===== src/rtl/alu_ctrl_encoder.sv =====
// ALU control encoder: maps a 3-bit ALUControl code plus register fields into a
// packed instruction word and buffers it in a DEPTH-entry FIFO. Define
// ALU_ENC_EMIT_CNT_EN to add the 16-bit emit_cnt pop counter port.
module alu_ctrl_encoder #(
    parameter int DEPTH = 4
) (
    input  logic                     clk,
    input  logic                     rst,
    input  logic                     in_valid,
    output logic                     in_ready,
    input  logic [2:0]               in_aluctl,
    input  logic [4:0]               in_rd,
    input  logic [4:0]               in_rs1,
    input  logic [4:0]               in_rs2,
    input  logic [4:0]               in_op,
    output logic                     out_valid,
    input  logic                     out_ready,
    output logic [31:0]              out_instr,
    output logic [1:0]               out_aluop,
    output logic [2:0]               out_funct3,
    output logic [6:0]               out_funct7,
    output logic                     full,
    output logic                     empty,
    output logic [$clog2(DEPTH):0]   level
`ifdef ALU_ENC_EMIT_CNT_EN
    ,
    output logic [15:0]              emit_cnt
`endif
);

    localparam int AW = $clog2(DEPTH);
    localparam int LW = AW + 1;

    logic [1:0]    enc_aluop;
    logic [2:0]    enc_funct3;
    logic [31:0]   word_in;
    logic          push;
    logic          pop;

    logic [AW-1:0] wr_ptr_reg;
    logic [AW-1:0] rd_ptr_reg;
    logic [LW-1:0] level_reg;
    logic [LW-1:0] level_next;
    logic [31:0]   mem [DEPTH];

    always_comb begin
        enc_aluop  = 2'b00;
        enc_funct3 = 3'b000;
        case (in_aluctl)
            3'b000:  begin enc_aluop = 2'b01; enc_funct3 = 3'b001; end
            3'b001:  begin enc_aluop = 2'b01; enc_funct3 = 3'b010; end
            3'b010:  begin enc_aluop = 2'b01; enc_funct3 = 3'b011; end
            3'b011:  begin enc_aluop = 2'b01; enc_funct3 = 3'b100; end
            3'b100:  begin enc_aluop = 2'b00; enc_funct3 = 3'b101; end
            3'b101:  begin enc_aluop = 2'b00; enc_funct3 = 3'b110; end
            3'b110:  begin enc_aluop = 2'b00; enc_funct3 = 3'b000; end
            default: begin enc_aluop = 2'b00; enc_funct3 = 3'b111; end
        endcase
    end

    assign word_in = {7'b0000000, in_rs2, in_rs1, enc_funct3, in_rd, in_op, enc_aluop};

    assign full     = (level_reg == LW'(DEPTH));
    assign empty    = (level_reg == '0);
    assign in_ready = !full;
    assign out_valid = !empty;
    assign level    = level_reg;

    // A push while full is refused even if a pop frees a slot this cycle.
    assign push = in_valid && !full;
    assign pop  = out_valid && out_ready;

    always_comb begin
        level_next = level_reg;
        case ({push, pop})
            2'b10:   level_next = level_reg + LW'(1);
            2'b01:   level_next = level_reg - LW'(1);
            default: level_next = level_reg;
        endcase
    end

    always_ff @(posedge clk) begin
        if (rst) begin
            wr_ptr_reg <= '0;
            rd_ptr_reg <= '0;
            level_reg  <= '0;
        end else begin
            if (push)
                wr_ptr_reg <= wr_ptr_reg + AW'(1);
            if (pop)
                rd_ptr_reg <= rd_ptr_reg + AW'(1);
            level_reg <= level_next;
        end
    end

    // Storage is never reset; stale entries are hidden by the empty mask below.
    for (genvar gi = 0; gi < DEPTH; gi++) begin : g_entry
        always_ff @(posedge clk) begin
            if (!rst && push && (wr_ptr_reg == AW'(gi)))
                mem[gi] <= word_in;
        end
    end

    assign out_instr  = empty ? 32'h0 : mem[rd_ptr_reg];
    assign out_aluop  = out_instr[1:0];
    assign out_funct3 = out_instr[14:12];
    assign out_funct7 = out_instr[31:25];

`ifdef ALU_ENC_EMIT_CNT_EN
    logic [15:0] emit_cnt_reg;

    always_ff @(posedge clk) begin
        if (rst)
            emit_cnt_reg <= '0;
        else if (pop)
            emit_cnt_reg <= emit_cnt_reg + 16'd1;
    end

    assign emit_cnt = emit_cnt_reg;
`endif

endmodule

===== config.mk =====
export PLATFORM = sky130hd
export DESIGN_NAME = alu_ctrl_encoder
export DESIGN_NICKNAME = d
export VERILOG_FILES = /design/src/rtl/alu_ctrl_encoder.sv
export SDC_FILE = /design/constraint.sdc
export NUM_CORES = 1
export LEC_CHECK = 0
export CELL_PAD_IN_SITES_DETAIL_PLACEMENT = 1
export CELL_PAD_IN_SITES_GLOBAL_PLACEMENT = 1
export CORE_MARGIN = 1
export CORE_UTILIZATION = 31
export CTS_BUF_LIST = sky130_fd_sc_hd__clkbuf_4
export CTS_CLUSTER_SIZE = 20
export DETAILED_ROUTE_END_ITERATION = 6
export DONT_BUFFER_PORTS = 1
export PLACE_DENSITY_LB_ADDON = 0.1
export SLEW_MARGIN = 40
export SYNTH_ARGS = -nofsm -noshare
export SYNTH_HDL_FRONTEND = slang
export SYNTH_SLANG_ARGS = --single-unit

===== constraint.sdc =====
create_clock -name clk -period 7.48 [get_ports clk]
set_input_delay 1.496 -clock clk [delete_from_list [all_inputs] [get_ports clk]]
set_output_delay 1.496 -clock clk [all_outputs]
set_load 0.01 [all_outputs]

==> results of run 1 <==
[worst max-delay path by stage]
stage / cells after the start / from / to / slack, ns
after detailed placement: 7 / in_valid / level[2]$_SDFFE_PP0P_ / 4.44
final: 2 / flop / out_funct3[2] / 4.00
after global placement: 2 / flop / out_instr[13] / 4.16
after CTS: 2 / flop / out_instr[14] / 3.90
after global routing: 2 / flop / out_instr[0] / 3.80
after floorplan: 2 / rst / mem[1][0]$_DFFE_PP_ / 3.51
[power breakdown]
| part | total (mW) | leakage (nW) | internal [mW] | switching (mW) |
|---|---|---|---|---|
| Combinational | 0.365 | 0.416 | 0.155 | 0.211 |
| Sequential | 0.745 | 0.946 | 0.683 | 0.0626 |
| Clock | 0.297 | 0.0750 | 0.105 | 0.191 |
[per-layer routing]
| metal | global-route usage (%) | vias to the layer above | share of wire [%] |
|---|---|---|---|
| met5 | 0 | - | 0 |
| met4 | 4.22 | 0 | 1.3 |
| met3 | 5.75 | 8 | 6.0 |
| met2 | 19.1 | 55 | 49 |
| met1 | 14.2 | 1000 | 44 |
| li1 | - | 854 | - |
[metrics by stage]
stage / instance area, sq um / hold slack (ns) / worst slack [ns]
after floorplan: 4360 / 0.459 / 3.51
after global placement: 4440 / 0.474 / 4.16
after detailed placement: 4440 / 0.491 / 4.44
after CTS: 4590 / 0.510 / 3.90
after global routing: 4590 / 0.560 / 3.80
final: 4590 / 0.504 / 4.00
[cell usage in the layout (no fill, tap or decap)]
cell type / instances
edfxtp_1: 96
mux4_2: 24
nor2b_1: 24
conb_1: 16
clkbuf_4: 9
dfxtp_1: 8
inv_1: 7
buf_4: 6
nand2_1: 5
nor2_1: 5
ha_1: 5
nor3b_2: 4
xor2_1: 4
a21oi_1: 4
o21ai_0: 3
inv_6: 3
inv_2: 2
or3_1: 2
a21o_1: 2
nand3_1: 2
o31ai_1: 1
nor3_4: 1
or3b_1: 1
xnor2_1: 1
a21oi_2: 1
fa_1: 1
dfxtp_4: 1
clkinvlp_4: 1
clkinv_1: 1
bufinv_16: 1
clkinv_4: 1
[cell usage after synthesis, types with 2 or more instances]
| master | count | area, sq um |
|---|---|---|
| a21o_1 | 2 | 15.0 |
| a21oi_1 | 4 | 20.0 |
| buf_2 | 4 | 20.0 |
| buf_4 | 20 | 150 |
| buf_6 | 3 | 33.8 |
| clkbuf_1 | 3 | 11.3 |
| dfxtp_1 | 9 | 180 |
| edfxtp_1 | 96 | 2880 |
| ha_1 | 5 | 62.6 |
| inv_1 | 7 | 26.3 |
| inv_2 | 2 | 7.51 |
| mux4_2 | 24 | 541 |
| nand2_1 | 5 | 18.8 |
| nand3_1 | 2 | 10.0 |
| nor2_1 | 5 | 18.8 |
| nor2b_1 | 24 | 150 |
| nor3b_1 | 4 | 30.0 |
| o21ai_0 | 3 | 15.0 |
| or3_1 | 2 | 12.5 |
| xor2_1 | 4 | 35.0 |
[layout make-up]
cell class / count / area (sq um) / share of cell area, %
Clock buffer: 9 / 67.6 / 1.47
Clock inverter: 7 / 76.3 / 1.66
Inverter: 9 / 33.8 / 0.736
Multi-Input combinational cell: 106 / 1080 / 23.5
Sequential cell: 105 / 3070 / 66.8
Tap cell: 176 / 220 / 4.80
Timing Repair Buffer: 6 / 45.0 / 0.982
[cell families after synthesis]
logic type / count (synthesis) / synth area share, %
adders and majority gates: 6 / 1.92
muxes: 24 / 12.5
other: 1 / 0.0870
DFF: 105 / 71.1
xor gates and xnor gates: 5 / 1.02
buffers and inverters: 39 / 5.78
and+or+nand+nor: 44 / 6.01
AOI/OAI and AO/OA: 11 / 1.54
[tightest hold or removal path: cells and delay by family, from the launching register on]
| family | cells | cell delay [ns] |
|---|---|---|
| AO/OA/AOI/OAI | 2 | 0.14 |
| flip-flops | 1 | 0.34 |
==> results.yml, run 1 <==
clock_tree:
  cts_buffers: 9
  clockBufferDepth: 2
  clkTransAtPathRegs_ns: 0.15
  hold_buffers: 0
  cts_root_buf: "clkbuf_4"
  clk_latency_ns: 0.47
  cts_sinks: 105
  cts-resized-gates: 0
  post-cts-setup-buffer-count: 0
  cts_tree: "yes"
  htreeDepth: 3
global_routing:
  antenna_found_initial: 0
  grt_max_degree: 29
  grt_overflow: 0
  first_global_vias: 2079
  grt_usage_pct: 12.0
  grt_pass1_wl_mm: 12.2
synth:
  synthArstFlopShare_pct: 0
  synthFlopType: "edfxtp_1"
  synth_edf_count: 96
  yosysUniqueCellTypes: 27
  synth_area_sq_mm: 0.00431
  ys_seq_elements: 105
  syn_area_per_cell_sq_um: 18.3
  synth_sequential_area_ratio_pct: 71.1
  yosys_warnings: 0
  postSynthCellCount: 235
timing:
  period_share_pct: 46.6
  finalHoldViolCount: 0
  fin_setup_tns_ns: 0
  slew_headroom_pct: 64.8
  slew_violations: 0
  fmax_mhz: 287
  period_needed_ns: 3.48
  worst_pin_slew_ns: 0.522
  setup_viol: 0
  rsz0062_at_grt: "false"
  skew_ns: 0.0138
layout:
  fill_cells: 1345
  drive_gt1_share_pct: 22.3
  area_growth_pct: 6.51
  largest_reg_flops: 96
  fin_nets: 270
  instances_no_fill: 418
  antenna_cells: 0
  utilization_pct: 34.2
pwr:
  leakagePower_nw: 1.44
  power_density_mw_per_mm2: 307
  power_mw: 1.41
  ir_drop_mv: 0.130
floorplanning:
  rows: 42
  die_area_sq_mm: 0.0144
  core_sq_mm: 0.0134
  die-width_um: 120
  ios: 78
  die_y_um: 120
  start_util_pct: 32.1
run_status:
  status: "finished clean"
setup_path:
  arrival_ns: 1.99
  crit_path_max_incr_delay_ns: 0.72
  worstReg2RegStart: "level[2]$_SDFFE_PP0P_"
  rrSetupSlack_ns: 4.79
  crit_slowest_cell: "dfxtp_4"
  reg2reg_depth: 8
  cp_data_required_time_ns: 5.98
  crit_chain: "mux4_2 > nor2b_1"
  critical_path.max_fanout: 24
  path_buf_inv: 0
  crit_family: "flip-flops"
  start_kind: "flop"
  path_class: "reg -> out"
  setup.worst_path.end_class: "output port"
  worstReg2RegEnd: "level[2]$_SDFFE_PP0P_"
detailed_routing:
  dr.pass1.iters: 4
  ant_nets: 0
  wire_per_inst_um: 19.0
  drtIter0Drc: 117
  vias: 1917
  drc: 0
  routed_wl_mm: 7.93
  vias_per_cell: 4.59
min_path:
  hold_end: "rd_ptr_reg[1]$_SDFFE_PP0P_"
  hold_depth: 2
  holdCritStartpoint: "rd_ptr_reg[1]$_SDFFE_PP0P_"
  hp-class: "reg -> reg"
placed_design:
  portBuffers: 0
  dp_hpwl_mm: 4.70
  gp_congestion: 0.661
  dp_cells: 402
job:
  maxCapViolCount: 0
(Power assumes the default switching activity.)
==> inputs of run 2 (changes only) <==
- clock period: 7.48 -> 3.2 ns (I/O delays scaled with it)
==> run 2 against run 1 <==
Utilization rose by 0.59 points. Via count rose by 1.7%. Sequential power rose by 130%. Flip-flop and latch count did not move. Worst setup slack got worse by 3.5 ns. Combinational power rose to 2.6 times the previous value. Critical path depth rose by 1. Cell count rose by 1.4%. Sequential share of layout area fell by 1.2 points. Power rose by 140%. Worst hold slack got worse by 0.29 ns. Register-to-register slack got worse by 4.2 ns.
==> results.yml, run 2 (synthesis gave the netlist of run 1 again) <==
pwr:
  seqPwrFrac_pct: 50.0
  switching_share_pct: 31.6
  combPwrFrac_pct: 27.5
  ir_drop_mv: 0.305
  leakagePower_nw: 1.49
  pwr-share-clk_pct: 22.4
  internal-power_mw: 2.33
  p_sw_mw: 1.08
  power_density_mw_per_mm2: 730
  power_mw: 3.41
layout:
  antenna_cells: 0
  final_cell_mix: "96 x edfxtp_1, 24 x mux4_2, 24 x nor2b_1"
  instances_no_fill: 424
  fill_cells: 1345
  drive_gt1_share_pct: 24.6
  utilization_pct: 34.8
  layout_commonest_cell: "edfxtp_1"
  largest_reg_flops: 96
  area_growth_pct: 8.34
  fin_nets: 276
  fin_area_sq_mm: 0.00467
global_routing:
  grt_pass1_wl_mm: 12.9
  antenna_found_initial: 0
  grt_usage_pct: 12.8
  grt_max_degree: 29
  grt_overflow: 0
  first_global_vias: 2169
detailed_routing:
  wl_met1_mm: 3.33
  dr.pass1.iters: 4
  ant_nets: 0
  dr_wl_met2_mm: 4.18
  drc: 0
  drtIter0Drc: 99
  vias: 1949
  wl_met3_um: 608
  vias_per_cell: 4.60
  wire_per_inst_um: 19.4
  routed_wl_mm: 8.23
  highest_layer: "met4"
min_path:
  holdCritStartpoint: "rst"
  hp-class: "in -> reg"
  hold_end: "wr_ptr_reg[1]$_SDFFE_PP0P_"
  hold_depth: 1
floorplanning:
  rows: 42
  die_y_um: 120
  start_util_pct: 32.1
  core_sq_mm: 0.0134
  ios: 78
  die-width_um: 120
  die_area_sq_mm: 0.0144
timing:
  skew_ns: 0.0158
  period_needed_ns: 2.75
  finalHoldViolCount: 0
  period_share_pct: 85.8
  whs_ns: 0.217
  rsz0062_at_grt: "false"
  fin_setup_tns_ns: 0
  fmax_mhz: 364
  setup_viol: 0
  worst_pin_slew_ns: 0.584
  timing.final.ws_setup_ns: 0.454
  slew_headroom_pct: 61.0
  slew_violations: 0
run_status:
  status: "finished clean"
placed_design:
  pre_cts_slack_ns: 0.561
  gp_congestion: 0.651
  dp_hpwl_mm: 5.25
  portBuffers: 0
  placed_area_sq_mm: 0.00450
  dp_cells: 408
clock_tree:
  cts_sinks: 105
  post-cts-setup-buffer-count: 0
  cts_buffers: 9
  cts-resized-gates: 0
  cts_root_buf: "clkbuf_4"
  htreeDepth: 3
  clkTransAtPathRegs_ns: 0.14
  clockBufferDepth: 2
  hold_buffers: 0
  cts_tree: "yes"
  clk_latency_ns: 0.47
setup_path:
  rrSetupSlack_ns: 0.55
  crit_slowest_cell: "dfxtp_2"
  path_buf_inv: 1
  cp_data_required_time_ns: 2.56
  critical_path.max_fanout: 13
  reg2reg_depth: 8
  crit_family: "flip-flops"
  setup.worst_path.end_class: "output port"
  path_class: "reg -> out"
  crit_path_max_incr_delay_ns: 0.67
  worstReg2RegEnd: "level[2]$_SDFFE_PP0P_"
  worstReg2RegStart: "level[2]$_SDFFE_PP0P_"
  crit_chain: "buf_12 > mux4_2 > nor2b_1"
  start_kind: "flop"
  arrival_ns: 2.11
job:
  maxCapViolCount: 0
run 2: cell count changes in the layout (fill, tap and decap cells not counted), sizes merged:
cell,delta
clkinvlp,-1
bufinv,+1
buf,+6
inv,-3
clkbuf,+3
run 2: worst max-delay path by stage:
stage / depth (start not counted) / end
after floorplan: 4 / mem[1][0]$_DFFE_PP_
after global placement: 8 / level[2]$_SDFFE_PP0P_
after detailed placement: 8 / level[2]$_SDFFE_PP0P_
after CTS: 3 / out_instr[13]
after global routing: 3 / out_aluop[0]
final: 3 / out_instr[13]
run 2: final cells by class:
cell class	count	area, sq um	area share (%)
Clock inverter	4	77.6	1.66
Tap cell	176	220	4.72
Timing Repair Buffer	12	103	2.20
Clock buffer	12	90.1	1.93
Sequential cell	105	3060	65.7
Multi-Input combinational cell	106	1080	23.1
Inverter	9	33.8	0.724
run 2: metal layers:
metal | track usage, % | vias to the layer above
met3 | 6.18 | 10
met1 | 14.4 | 1012
met5 | 0 | -
met2 | 21.2 | 58
met4 | 4.38 | 0
li1 | - | 869
run 2: power groups by stage:
stage	logic [mW]	registers [mW]	clock network, mW
floorplan	0.863	1.67	0
global route	1.05	1.72	0.862
detailed placement	0.983	1.74	0
finish	0.938	1.71	0.764
global placement	0.980	1.74	0
CTS	0.986	1.71	0.812
==> inputs of run 3 (changes only) <==
--- a/constraint.sdc
+++ b/constraint.sdc
@@ -3,2 +3,2 @@
 set_output_delay 0.64 -clock clk [all_outputs]
-set_load 0.01 [all_outputs]
+set_load 0.005 [all_outputs]
==> run 3 against run 2 <==
Sequential power hardly changed. Power is 6.8% lower. First-iteration DRC count is 10% lower. Die area is the same. Wire length down 3.1%. Global-route usage shrank 0.48 points. Design area decreased by 0.99%. Critical path type unchanged. Critical endpoint unchanged. Largest cell class unchanged.
==> results.yml, run 3 (synthesis gave the netlist of run 1 again) <==
setup_path:
  setup.worst_path.end_class: "output port"
  critical_path.max_fanout: 13
  crit_family: "flip-flops"
  reg2reg_depth: 8
  crit_cells: 3
  cp_data_required_time_ns: 2.56
  arrival_ns: 2.07
  path_class: "reg -> out"
  crit_path_max_incr_delay_ns: 0.65
  crit_slowest_cell: "dfxtp_2"
  path_buf_inv: 1
  start_kind: "flop"
  crit_chain: "buf_12 > mux4_2 > nor2b_1"
layout:
  drive_gt1_share_pct: 23.6
  layout_commonest_cell: "edfxtp_1"
  final_cell_mix: "96 x edfxtp_1, 24 x mux4_2, 24 x nor2b_1"
  antenna_cells: 0
  utilization_pct: 34.5
  fin_nets: 276
  fin_area_sq_mm: 0.00462
  area_growth_pct: 7.26
  instances_no_fill: 422
  largest_reg_flops: 96
pwr:
  power_mw: 3.18
  leakagePower_nw: 1.46
  ir_drop_mv: 0.313
  power_density_mw_per_mm2: 687
floorplanning:
  start_util_pct: 32.1
  die_area_sq_mm: 0.0144
  core_sq_mm: 0.0134
  rows: 42
  die-width_um: 120
  die_y_um: 120
  ios: 78
min_path:
  hp-class: "in -> reg"
  hold_depth: 1
timing:
  finalHoldViolCount: 0
  setup_viol: 0
  rsz0062_at_grt: "false"
  fmax_mhz: 370
  fin_setup_tns_ns: 0
  slew_violations: 0
  period_share_pct: 84.5
  skew_ns: 0.00770
  whs_ns: 0.223
  period_needed_ns: 2.71
  timing.final.ws_setup_ns: 0.495
clock_tree:
  htreeDepth: 3
  cts_buffers: 9
  cts_tree: "yes"
  post-cts-setup-buffer-count: 0
  cts_root_buf: "clkbuf_4"
  clk_latency_ns: 0.46
  cts_sinks: 105
  clockBufferDepth: 2
  clkTransAtPathRegs_ns: 0.13
  cts-resized-gates: 0
  hold_buffers: 0
detailed_routing:
  ant_nets: 0
  routed_wl_mm: 7.98
  drc: 0
  wire_per_inst_um: 18.9
  vias: 1913
  drtIter0Drc: 89
  dr.pass1.iters: 4
  vias_per_cell: 4.53
global_routing:
  grt_overflow: 0
  grt_max_degree: 29
  grt_usage_pct: 12.3
  antenna_found_initial: 0
  grt_pass1_wl_mm: 12.5
  first_global_vias: 2132
job:
  maxCapViolCount: 0
placed_design:
  dp_hpwl_mm: 5.09
  pre_cts_slack_ns: 0.596
  gp_congestion: 0.633
  dp_cells: 408
  portBuffers: 0
  placed_area_sq_mm: 0.00450
run_status:
  status: "finished clean"
[run 3: where the power goes]
part	internal [mW]	leakage, nW	switching [mW]
clock	0.235	0.0658	0.398
sequential	1.59	0.946	0.0939
combinational	0.391	0.452	0.465
total	2.22	1.46	0.956
[run 3: cell type report]
cell class	instances	area, sq um
Clock buffer	10	75.1
Timing Repair Buffer	12	103
Fill cell	1360	8780
Multi-Input combinational cell	106	1080
Sequential cell	105	3060
Clock inverter	4	46.3
Tap cell	176	220
Inverter	9	33.8
[run 3: metal layers]
metal / GRT usage, % / routed length (um) / vias to the layer above
li1: - / - / 864
met1: 13.6 / 3220 / 983
met2: 20.7 / 4050 / 58
met3: 5.32 / 587 / 8
met4: 5.39 / 121 / 0
met5: 0 / 0 / -
[run 3: final timing paths]
path | start | end | slack, ns
setup / recovery | flop | out_instr[13] | 0.49
hold / removal | rst | wr_ptr_reg[1]$_SDFFE_PP0P_ | 0.22
setup reg to reg | level[2]$_SDFFE_PP0P_ | level[2]$_SDFFE_PP0P_ | 0.56
hold reg to reg | rd_ptr_reg[1]$_SDFFE_PP0P_ | flop | 0.50
